$ cat src/rtl/alu_addsub_pipe.sv
`default_nettype none
// ============================================================================
// Module      : alu_addsub_pipe
// Description : Two-stage pipelined adder/subtractor feeding the ALU compare
//               stage. Stage 1 adds the low half, stage 2 the high half and
//               derives Z/V/N. Valid/ready handshake on both sides.
//               Optional overflow-event counter enabled by the macro
//               ALU_ADDSUB_OVFCNT_EN (OvfCnt reads 0 when undefined).
// Revision    : 1.0 - initial release
// ============================================================================
module alu_addsub_pipe #(
    parameter int WIDTH = 32            // must be even; split point is WIDTH/2
) (
    input  logic             clk,
    input  logic             reset,     // asynchronous, active-low
    input  logic             in_valid,
    output logic             in_ready,
    input  logic [WIDTH-1:0] A,
    input  logic [WIDTH-1:0] B,
    input  logic             Sub,
    input  logic             Sign,
    output logic             out_valid,
    input  logic             out_ready,
    output logic [WIDTH-1:0] S,
    output logic             Z,
    output logic             V,
    output logic             N,
    output logic [15:0]      OvfCnt
);

    localparam int c_HALF = WIDTH / 2;

    // Flow control
    logic w_adv1;
    logic w_adv2;

    // Stage 1 state
    logic              r_s1_valid;
    logic [c_HALF-1:0] r_lo;
    logic              r_c_lo;
    logic [c_HALF-1:0] r_a_hi;
    logic [c_HALF-1:0] r_bx_hi;
    logic              r_sub;
    logic              r_sign;

    // Stage 2 state (drives the outputs directly)
    logic              r_s2_valid;
    logic [WIDTH-1:0]  r_s;
    logic              r_z;
    logic              r_v;
    logic              r_n;

    // Combinational datapath
    logic [WIDTH-1:0]  w_bx;
    logic [c_HALF:0]   w_lo_sum;
    logic [c_HALF:0]   w_hi_sum;
    logic [WIDTH-1:0]  w_sum;
    logic              w_cout;
    logic              w_ovf_signed;
    logic              w_z;
    logic              w_v;
    logic              w_n;

    // A stage may load when it is empty or its occupant leaves this cycle.
    // Ready only depends on downstream ready and local valids, never the reverse.
    assign w_adv2   = ~r_s2_valid | out_ready;
    assign w_adv1   = ~r_s1_valid | w_adv2;
    assign in_ready = w_adv1;

    // Subtraction is A + ~B + 1; the +1 enters as the low-half carry-in.
    assign w_bx     = Sub ? ~B : B;
    assign w_lo_sum = {1'b0, A[c_HALF-1:0]} + {1'b0, w_bx[c_HALF-1:0]}
                    + {{c_HALF{1'b0}}, Sub};

    // Stage 1: low-half add, carry out and high-half operands captured
    always_ff @(posedge clk or negedge reset) begin
        if (!reset) begin
            r_s1_valid <= 1'b0;
            r_lo       <= '0;
            r_c_lo     <= 1'b0;
            r_a_hi     <= '0;
            r_bx_hi    <= '0;
            r_sub      <= 1'b0;
            r_sign     <= 1'b0;
        end else if (w_adv1) begin
            r_s1_valid <= in_valid;
            if (in_valid) begin
                r_lo    <= w_lo_sum[c_HALF-1:0];
                r_c_lo  <= w_lo_sum[c_HALF];
                r_a_hi  <= A[WIDTH-1:c_HALF];
                r_bx_hi <= w_bx[WIDTH-1:c_HALF];
                r_sub   <= Sub;
                r_sign  <= Sign;
            end
        end
    end

    // High-half add completes the sum; the MSBs of A and Bx live in the high half.
    assign w_hi_sum     = {1'b0, r_a_hi} + {1'b0, r_bx_hi} + {{c_HALF{1'b0}}, r_c_lo};
    assign w_sum        = {w_hi_sum[c_HALF-1:0], r_lo};
    assign w_cout       = w_hi_sum[c_HALF];
    assign w_ovf_signed = (r_a_hi[c_HALF-1] == r_bx_hi[c_HALF-1])
                        & (w_sum[WIDTH-1] != r_a_hi[c_HALF-1]);

    // Flag selection: signed rules, unsigned add (carry) or unsigned sub (borrow)
    always_comb begin
        w_z = (w_sum == '0);
        w_v = 1'b0;
        w_n = 1'b0;
        if (r_sign) begin
            w_v = w_ovf_signed;
            w_n = w_sum[WIDTH-1];
        end else if (r_sub) begin
            w_v = 1'b0;
            w_n = ~w_cout;
        end else begin
            w_v = w_cout;
            w_n = 1'b0;
        end
    end

    // Stage 2: result and flag registers, held while downstream stalls
    always_ff @(posedge clk or negedge reset) begin
        if (!reset) begin
            r_s2_valid <= 1'b0;
            r_s        <= '0;
            r_z        <= 1'b0;
            r_v        <= 1'b0;
            r_n        <= 1'b0;
        end else if (w_adv2) begin
            r_s2_valid <= r_s1_valid;
            if (r_s1_valid) begin
                r_s <= w_sum;
                r_z <= w_z;
                r_v <= w_v;
                r_n <= w_n;
            end
        end
    end

    assign out_valid = r_s2_valid;
    assign S         = r_s;
    assign Z         = r_z;
    assign V         = r_v;
    assign N         = r_n;

`ifdef ALU_ADDSUB_OVFCNT_EN
    logic        r_s2_sign;
    logic [15:0] r_ovfcnt;
    logic        w_consume;

    assign w_consume = r_s2_valid & out_ready;

    // Carry the signed-mode bit alongside the stage 2 result
    always_ff @(posedge clk or negedge reset) begin
        if (!reset) begin
            r_s2_sign <= 1'b0;
        end else if (w_adv2 && r_s1_valid) begin
            r_s2_sign <= r_sign;
        end
    end

    // Count consumed signed-overflow results, saturating at all-ones
    always_ff @(posedge clk or negedge reset) begin
        if (!reset) begin
            r_ovfcnt <= 16'h0000;
        end else if (w_consume && r_s2_sign && r_v && (r_ovfcnt != 16'hFFFF)) begin
            r_ovfcnt <= r_ovfcnt + 16'd1;
        end
    end

    assign OvfCnt = r_ovfcnt;
`else
    assign OvfCnt = 16'h0000;
`endif

endmodule
`default_nettype wire

$ cat config.mk
export PLATFORM = sky130hd
export DESIGN_NAME = alu_addsub_pipe
export DESIGN_NICKNAME = d
export VERILOG_FILES = /design/src/rtl/alu_addsub_pipe.sv
export SDC_FILE = /design/constraint.sdc
export NUM_CORES = 1
export LEC_CHECK = 0
export BUFFER_PORTS_ARGS = -buffer_cell sky130_fd_sc_hd__clkbuf_2
export CORE_MARGIN = 10
export CORE_UTILIZATION = 55
export DETAILED_ROUTE_END_ITERATION = 8
export HOLD_SLACK_MARGIN = 0.06
export PLACE_DENSITY = 0.81
export SLEW_MARGIN = 20
export SYNTH_ARGS = -nofsm -noshare
export SYNTH_HDL_FRONTEND = slang
export SYNTH_SLANG_ARGS = --single-unit
$ cat constraint.sdc
create_clock -name clk -period 2.7 [get_ports clk]
set_input_delay 0.405 -clock clk [delete_from_list [all_inputs] [get_ports clk]]
set_output_delay 0.405 -clock clk [all_outputs]
set_load 0.01 [all_outputs]
## Word-level counts from Yosys, hierarchy flattened

Cells that the tools add are included.

| word-level totals | value |
|---|---|
| register bits after elaboration | 88 |
| latch bits | 0 |
| RAM bits | 0 |
| bits in read-only memories | 0 |
| input bits | 70 |
| output and inout bits | 53 |
| word-level logic and storage cells | 33 |
| memories | 0 |

| operators by class | value |
|---|---|
| add/sub/neg operators | 4 |
| multipliers | 0 |
| div/mod/pow operators | 0 |
| $lt $le $gt $ge | 0 |
| equal/unequal tests | 2 |
| shift-type cells | 0 |
| muxes and demuxes | 5 |
| bitwise gates (word level) | 7 |
| reduce and logical (&&, ||, !) cells | 3 |

Operators with widths:

| cell | number |
|---|---|
| $add A16 B16 Y17 | 2 |
| $add A17 B1 Y17 | 2 |
| $logic_not A32 Y1 | 1 |
| $mux W32 | 1 |
| $not A32 Y32 | 1 |
| $mux W1 | 4 |
| $reduce_and A2 Y1 | 2 |
| $not A1 Y1 | 3 |
| $or A1 B1 Y1 | 2 |
| $and A1 B1 Y1 | 1 |
| $eq A1 B1 Y1 | 1 |
| $ne A1 B1 Y1 | 1 |

## Logic depth before layout (Yosys ltp)

Gate-level depths: netlist (run 1).

| depth | value |
|---|---|
| depth in word-level cells | 5 |
| gate-level depth with buffers | 11 |

## Worst setup path before layout (run 1)

Ideal clock, no wire load.

| timing | value |
|---|---|
| path kind | input to register |
| start point | input port Sub |
| end point | register r_lo[11] |
| library setup time | 0.131 ns |
| arrival time | 2.933 ns |
| data required time | 2.569 ns |
| setup slack | -0.363 ns |
| stages | 11 |
| buffers on the path | 2 |
| cell sequence | clkbuf_1 > buf_1 > xor2_1 > ha_1 > and3_1 > a221o_1 > o31ai_2 > o21bai_1 > a31oi_1 > xor2_1 > o21ai_1 |

| on the way | value |
|---|---|
| cells in the longest elaborated chain, start to end | 3 |

Ends and longest elaborated chain:

| element | RTL line | source |
|---|---|---|
| start, declared | 20 | `input logic Sub,` |
| $mux W32 | 71 | `assign w_bx = Sub ? ~B : B;` |
| $add A16 B16 Y17 | 72 | `assign w_lo_sum = {1'b0, A[c_HALF-1:0]} + {1'b0, w_bx[c_HALF-1:0]}` |
| $add A17 B1 Y17 * | 73 | `+ {{c_HALF{1'b0}}, Sub};` |
| end signal, assigned | 88 | `r_lo <= w_lo_sum[c_HALF-1:0];` |
| end, declared | 39 | `logic [c_HALF-1:0] r_lo;` |

Every way passes the cells marked *; elsewhere a longest branch is shown, timed or not.
A chain may end at the register's enable or synchronous reset.

## Final worst setup path (run 1)

| timing | value |
|---|---|
| start point | register r_c_lo |
| end point | register r_z (netlist: Z) |

| on the way | value |
|---|---|
| cells in the longest elaborated chain, start to end | 2 |

Ends and longest elaborated chain:

| element | RTL line | source |
|---|---|---|
| start, declared | 40 | `logic r_c_lo;` |
| start signal, assigned | 89 | `r_c_lo <= w_lo_sum[c_HALF];` |
| $add A17 B1 Y17 | 99 | `assign w_hi_sum = {1'b0, r_a_hi} + {1'b0, r_bx_hi} + {{c_HALF{1'b0}}, r_c_lo};` |
| $logic_not A32 Y1 | 107 | `w_z = (w_sum == '0);` |
| end signal, assigned | 134 | `r_z <= w_z;` |
| end, declared | 49 | `logic r_z;` |

Every way passes these cells.

==> implementation parameters, run 1 <==
Parameter                              Value

Logic synthesis
  Post-synth ARST share    100.0%
  Seq cells post-synth    88
  Seq/Total Area, Yosys    41.64%
  EDFF count, synth    0
  Synthesized netlist cell count    531
  Most common flop cell mapped by yosys    dfrtp_1
  Summed instance area of the synthesized netlist    0.005289 mm2
  Synth warn    0
  Unique cell type count in the Yosys netlist    57
  Synthesized area per cell    9.960 um2

Timing
  Worst-margin pin slew    0.5524 ns
  Worst hold slack    0.2469 ns
  Final Cycle Share    98.52%
  Count of final max-slew check failures    0
  Final Hold Violating Endpoints    0
  Setup repair after global routing missed its margin    true
  Final setup skew    0.01844 ns
  Setup-violating endpoint count in the final report    0
  Minimum period implied by the final worst setup slack    2.660 ns
  Rel. slew slack    63.17%
  Timing-limited maximum frequency    375.9 MHz

Worst setup path
  Critical Path RT    2.97 ns
  Setup crit start kind    register
  Crit path arrival time    2.93 ns
  Endpoint class of the critical path    register
  Worst Path Class, Setup    register to register
  Maximum fanout along the worst path    2

Layout
  Most common cell after layout, fill and taps aside    clkbuf_2
  Layout cells sized above 1    24.96%
  Post-route cell area    0.006280 mm2
  Most frequent cells in the layout    clkbuf_2 (105), dfrtp_1 (88), nand2_1 (59), mux2_1 (37), ha_1 (30)
  Number of standard cells in the final layout excluding fillers    778
  Area taken by multi-input logic gates    0.003008 mm2
  Growth of design area from synthesis to finish    18.74%
  ANT cells    0
  Number of filler instances in the final layout    762
  Register area    0.002202 mm2
  Net total in the final layout    747

Floorplan
  Die area    0.01394 mm2
  Die X-Extent    118.1 um
  Initial core utilization    56.97%
  I/O pin cnt    123
  Chip height    118.1 um
  CORE AREA    0.009284 mm2
  Rows    35

Place
  Total half-perimeter wirelength after legalization and detailed placement    10500 um
  Number of instances in the placed design    760
  Port bufs    106
  Placed standard-cell area    0.005992 mm2
  Final RePlAce weighted congestion    0.8794

Global routing
  Overall global routing resource usage    18.85%
  First-pass GRT wire length    22090 um
  Number of antenna violations at the first check in global routing    0
  Total congestion overflow    0
  Via count of the first global-routing pass    4541
  Largest net degree at the start of global routing    85

CTS
  Number of CTS-inserted buffers    9
  Worst skew pair latency    0.37 ns
  CTS H-tree lvls    3
  CTS max path bufs    2
  Clock sink count    88
  TritonCTS clock tree    yes
  Master cell of the clock root buffer    clkbuf_8
  Clk pin slew, worst setup/hold paths    0.11 ns

Detailed routing
  Number of remaining DRC errors    0
  Vias after detailed routing    4307
  Detail Route Antenna Nets    0
  Via count normalized by instance count    5.536
  Wirelength, routed    13180 um
  Detailed-routing iteration count for the pre-antenna-repair pass    4
  DRC violation total after the first TritonRoute iteration    223
  Routed length per instance    16.94 um

Outcome
  Status    completed

Min path
  Path class of the lowest-slack min-delay path    input pin to register

Power and ir drop
  Pwr dens    778.6 mW/mm2
  Highest ir drop seen on vdd    0.0003110 V
  Leakage dissipation    2.938 nW

Run
  Number of max-cap violations    0
cells in the mapped netlist (8+ instances only):
master    instances  area, um2
xor2_1           27      236.5
clkbuf_1         12      45.04
xnor2_1          25      219.0
inv_1             9      33.78
nand2_1          61      229.0
o21ai_0          26      130.1
o21ai_1          30      150.1
nor3_1           13      65.06
buf_4            16      120.1
ha_1             30      375.4
nor2_1           24      90.09
nand2b_1          8      50.05
dfrtp_1          88       2202
mux2_1           37      416.7
a21oi_1          28      140.1
routing by layer:
metal	vias up	GRT usage, %	wire, um
met5	-	0	0
met4	0	5.332	170
met3	13	4.221	716
met2	125	32.48	6635
met1	2081	22.92	5656
li1	2088	-	-
worst paths after layout:
path	slack, ns	endpoint	depth (start not counted)	from
setup / recovery	0.04	Z$_DFFE_PN0P_	10	r_c_lo$_DFFE_PN0P_
hold reg to reg	0.49	S[20]$_DFFE_PN0P_	2	S[20]$_DFFE_PN0P_
hold / removal	0.25	r_a_hi[13]$_DFFE_PN0P_	2	A[29]
min in group asynchronous	0.53	r_bx_hi[9]$_DFFE_PN0P_	2	reset
setup reg to reg	0.04	Z$_DFFE_PN0P_	10	r_c_lo$_DFFE_PN0P_
max in group asynchronous	1.53	V$_DFFE_PN0P_	3	reset
power by group:
group | switching, mW | internal (mW)
Combinational | 1.14 | 0.897
Sequential | 0.263 | 1.69
Clock | 0.516 | 0.383
area by class of cell:
class                           instances  area share (%)
Clock buffer                           10           2.192
Clock inverter                          6          0.8966
Inverter                                9          0.5380
Sequential cell                        88           35.07
Timing Repair Buffer                  122           10.84
Tap cell                              129           2.570
Multi-Input combinational cell        414           47.90
cell families (layout without fill, tap and decap cells):
group                    after synthesis  count (layout)  share of synthesized area (%)
other                                  1              16                        0.07090
XOR/XNOR                              52              52                          8.611
flip-flops                            88              88                          41.64
adder cells (fa/ha/maj)               33              33                          8.233
AND/OR/NAND/NOR                      138             138                          12.21
buffers and inverters                 44             147                          4.258
AO/OA/AOI/OAI                        134             134                          16.28
multiplexers                          41              41                          8.706
critical path: stages, from the launching register on:
cell and delay [ns]:
dfrtp_1 0.40, fa_2 0.25, inv_2 0.04, fa_1 0.52, nor4b_4 0.21, nand2_1 0.10, nor4_2 0.27, o2111ai_1 0.17
a2111oi_2 0.26, nand4_1 0.15, o31ai_2 0.19
state kept, by name (all words and copies together) (netlist names), 16 cells and up:
register / flops
r_a_hi: 16
S: 32
r_lo: 16
r_bx_hi: 16
timing repair:
item / in CTS / in global routing
gates cloned: 0 / 0
resized for setup: 4 / 13
setup endpoints to repair: 1 / 6
pin swaps: 2 / 1
buffers inserted: 1 / 0
hold buffers: 1 / 0
endpoints found under the hold margin: 36 / 0
metrics by stage:
stage	utilization, %	power (mW)	setup TNS, ns	setup WS (ns)
global placement	64.54	3.848	-0.01694	-0.01694
detailed placement	64.54	3.941	-0.2370	-0.2272
finish	67.64	4.890	0	0.04006
CTS	66.99	4.859	0	0.006188
floorplan	-	3.213	0	0.05771
global route	67.64	5.243	-0.1491	-0.1491
No activity file was read; power rests on OpenSTA's default activity.
==> run 2: changes to the inputs <==
RECOVER_POWER = 50   (was unset)
==> run 2 against run 1 <==
  * Clock skew is 0.0030 ns higher
  * Core utilization is 0.55 points lower
  * Non-clock buffer count stayed put
  * Critical path depth stayed put
  * Global-route usage stayed put
  * Sequential share of layout area is 0.29 points higher
  * Worst setup slack better by 0.00093 ns
  * Routed wire length is 0.40% higher
  * Cell area is 0.82% lower
  * Maximum frequency hardly changed
  * Final cell count stayed put
==> implementation parameters, run 2 (synthesized netlist as in run 1, its figures left out) <==
Parameter                              Value

Global routing
  Total congestion overflow    0 (unchanged)
  Number of antenna violations at the first check in global routing    0 (unchanged)
  Via count of the first global-routing pass    4541 (unchanged)
  First-pass GRT wire length    22090 um (unchanged)
  Largest net degree at the start of global routing    85 (unchanged)
  Overall global routing resource usage    18.85% (unchanged)

Worst setup path
  CP delay by family, top    adder cells
  Buffering stage count on the worst path with inverters included    1 (unchanged)
  Cell breakdown of the critical path    fa_2 -> inv_2 -> fa_1 -> nor4b_4 -> nand2_1 -> nor4_2 -> o2111ai_1 -> a2111oi_2 -> nand4_1 -> o31ai_2
  Crit path arrival time    2.93 ns (about the same)
  Setup crit start kind    register
  Worst Path Class, Setup    register to register
  Endpoint class of the critical path    register
  Maximum fanout along the worst path    2 (unchanged)
  Largest stage delay on the critical path    0.51 ns (about the same)
  Worst flop-to-flop path startpoint    r_c_lo$_DFFE_PN0P_
  Critical Path RT    2.97 ns (about the same)
  Cell at the slowest stage of the critical path    fa_1
  Timing startpoint of the critical path    r_c_lo$_DFFE_PN0P_

CTS
  Worst skew pair latency    0.38 ns (about the same)
  CTS max path bufs    2 (unchanged)
  TritonCTS clock tree    yes
  Number of CTS-inserted buffers    9 (unchanged)
  CTS H-tree lvls    3 (unchanged)
  Clk pin slew, worst setup/hold paths    0.11 ns (about the same)
  Clock sink count    88 (unchanged)
  Master cell of the clock root buffer    clkbuf_8

Timing
  Rel. slew slack    5.531% (-58 points)
  Setup-violating endpoint count in the final report    0 (unchanged)
  Minimum period implied by the final worst setup slack    2.659 ns (-0.0009317 ns)
  Final Hold Violating Endpoints    0 (unchanged)
  Count of final max-slew check failures    0 (unchanged)
  Final Cycle Share    98.48% (about the same)
  Worst-margin pin slew    1.417 ns (+0.8646 ns)
  Final setup skew    0.02142 ns (+0.002984 ns)
  Setup repair after global routing missed its margin    true
  Timing-limited maximum frequency    376.1 MHz (about the same)

Layout
  Number of flip-flops under the largest register name    32 (unchanged)
  Most common cell after layout, fill and taps aside    clkbuf_2
  Share of the core filled with cells    67.09% (-0.55 points)
  ANT cells    0 (unchanged)
  Most frequent cells in the layout    clkbuf_2 (91), dfrtp_1 (88), nand2_1 (59), mux2_1 (37), ha_1 (30)
  Layout cells sized above 1    22.65% (-2.3 points)
  Net total in the final layout    747 (unchanged)
  Number of standard cells in the final layout excluding fillers    778 (unchanged)
  Growth of design area from synthesis to finish    17.77%

Floorplan
  Die X-Extent    118.1 um (unchanged)
  Initial core utilization    56.97% (unchanged)
  Rows    35 (unchanged)
  CORE AREA    0.009284 mm2 (unchanged)
  I/O pin cnt    123 (unchanged)
  Die area    0.01394 mm2 (unchanged)
  Chip height    118.1 um (unchanged)

Place
  Total half-perimeter wirelength after legalization and detailed placement    10500 um (unchanged)
  Port bufs    106 (unchanged)
  Number of instances in the placed design    760 (unchanged)
  Final RePlAce weighted congestion    0.8794 (unchanged)

Detailed routing
  Wirelength, routed    13230 um (+0.40%)
  Detail Route Antenna Nets    0 (unchanged)
  Number of remaining DRC errors    0 (unchanged)
  Via count normalized by instance count    5.506 (-0.53%)
  Routed length per instance    17.01 um (+0.40%)
  Detailed-routing iteration count for the pre-antenna-repair pass    5 (+1)
  Vias after detailed routing    4284 (-0.53%)
  DRC violation total after the first TritonRoute iteration    210 (-5.8%)

Power and ir drop
  Pwr dens    781.1 mW/mm2 (+0.31%)
  Leakage dissipation    2.880 nW (-2.0%)
  Highest ir drop seen on vdd    0.0003113 V (+0.11%)
  Total power consumption of the routed design    4.865 mW (-0.51%)

Min path
  Path class of the lowest-slack min-delay path    input pin to register
  Worst hold start    A[29]

Run
  Number of max-cap violations    0 (unchanged)

Outcome
  Status    completed
## run 2: metrics by stage
| step | hold slack (ns) | area, um2 | setup slack [ns] | setup TNS, ns |
|---|---|---|---|---|
| 3_5_place_dp | 0.3933 | 5992 | -0.2272 | -0.2370 |
| 4_1_cts | 0.2421 | 6220 | 0.006188 | 0 |
| 3_3_place_gp | 0.3902 | 5992 | -0.01694 | -0.01694 |
| 2_1_floorplan | 0.1094 | 5370 | 0.05771 | 0 |
| 6_report | 0.2376 | 6228 | 0.04099 | 0 |
| 5_1_grt | 0.2420 | 6228 | -0.1491 | -0.1491 |
## run 2: worst paths after layout
| kind | end | slack (ns) | cells past startpoint |
|---|---|---|---|
| setup / recovery | Z$_DFFE_PN0P_ | 0.04 | 10 |
| hold / removal | r_a_hi[13]$_DFFE_PN0P_ | 0.24 | 2 |
| setup reg to reg | Z$_DFFE_PN0P_ | 0.04 | 10 |
| hold reg to reg | S[20]$_DFFE_PN0P_ | 0.49 | 2 |
| max in group asynchronous | S[18]$_DFFE_PN0P_ | 0.38 | 3 |
| min in group asynchronous | r_bx_hi[9]$_DFFE_PN0P_ | 0.68 | 2 |
## run 2: timing repair
action | 4_1_cts | 5_1_grt
pin swaps | 2 | 1
setup endpoints to repair | 1 | 6
gates resized for setup | 4 | 13
setup buffers | 1 | 0
hold buffers | 1 | 0
hold endpoints to repair | 36 | 0
## run 2: final cells by class
class | instances | area [um2]
clock buffers | 10 | 137.6
multi-input cells | 414 | 3008
flip-flops and latches | 88 | 2202
inverters | 9 | 33.78
fillers | 773 | 3055
well taps | 129 | 161.4
repair buffers | 122 | 629.4
clock inverters | 6 | 56.30
## run 2: where the power goes
| part | switching [mW] | total, mW | internal (mW) |
|---|---|---|---|
| registers | 0.262 | 1.95 | 1.69 |
| logic | 1.14 | 2.01 | 0.865 |
| clock network | 0.525 | 0.908 | 0.383 |
## run 2: worst reg2reg max path, stage by stage, from the launching register on
cell and delay (ns):
dfrtp_1 0.40, fa_2 0.25, inv_2 0.04, fa_1 0.51, nor4b_4 0.21, nand2_1 0.10
nor4_2 0.27, o2111ai_1 0.17, a2111oi_2 0.26, nand4_1 0.15, o31ai_2 0.19
## run 2: routing by layer
layer	share of wire, %	routed length, um	vias up	global-route usage [%]
met5	0	0	-	0
met4	1.4	187	0	5.332
met3	5.1	670	13	4.221
met2	50	6678	116	32.48
met1	43	5696	2065	22.92
li1	-	-	2090	-
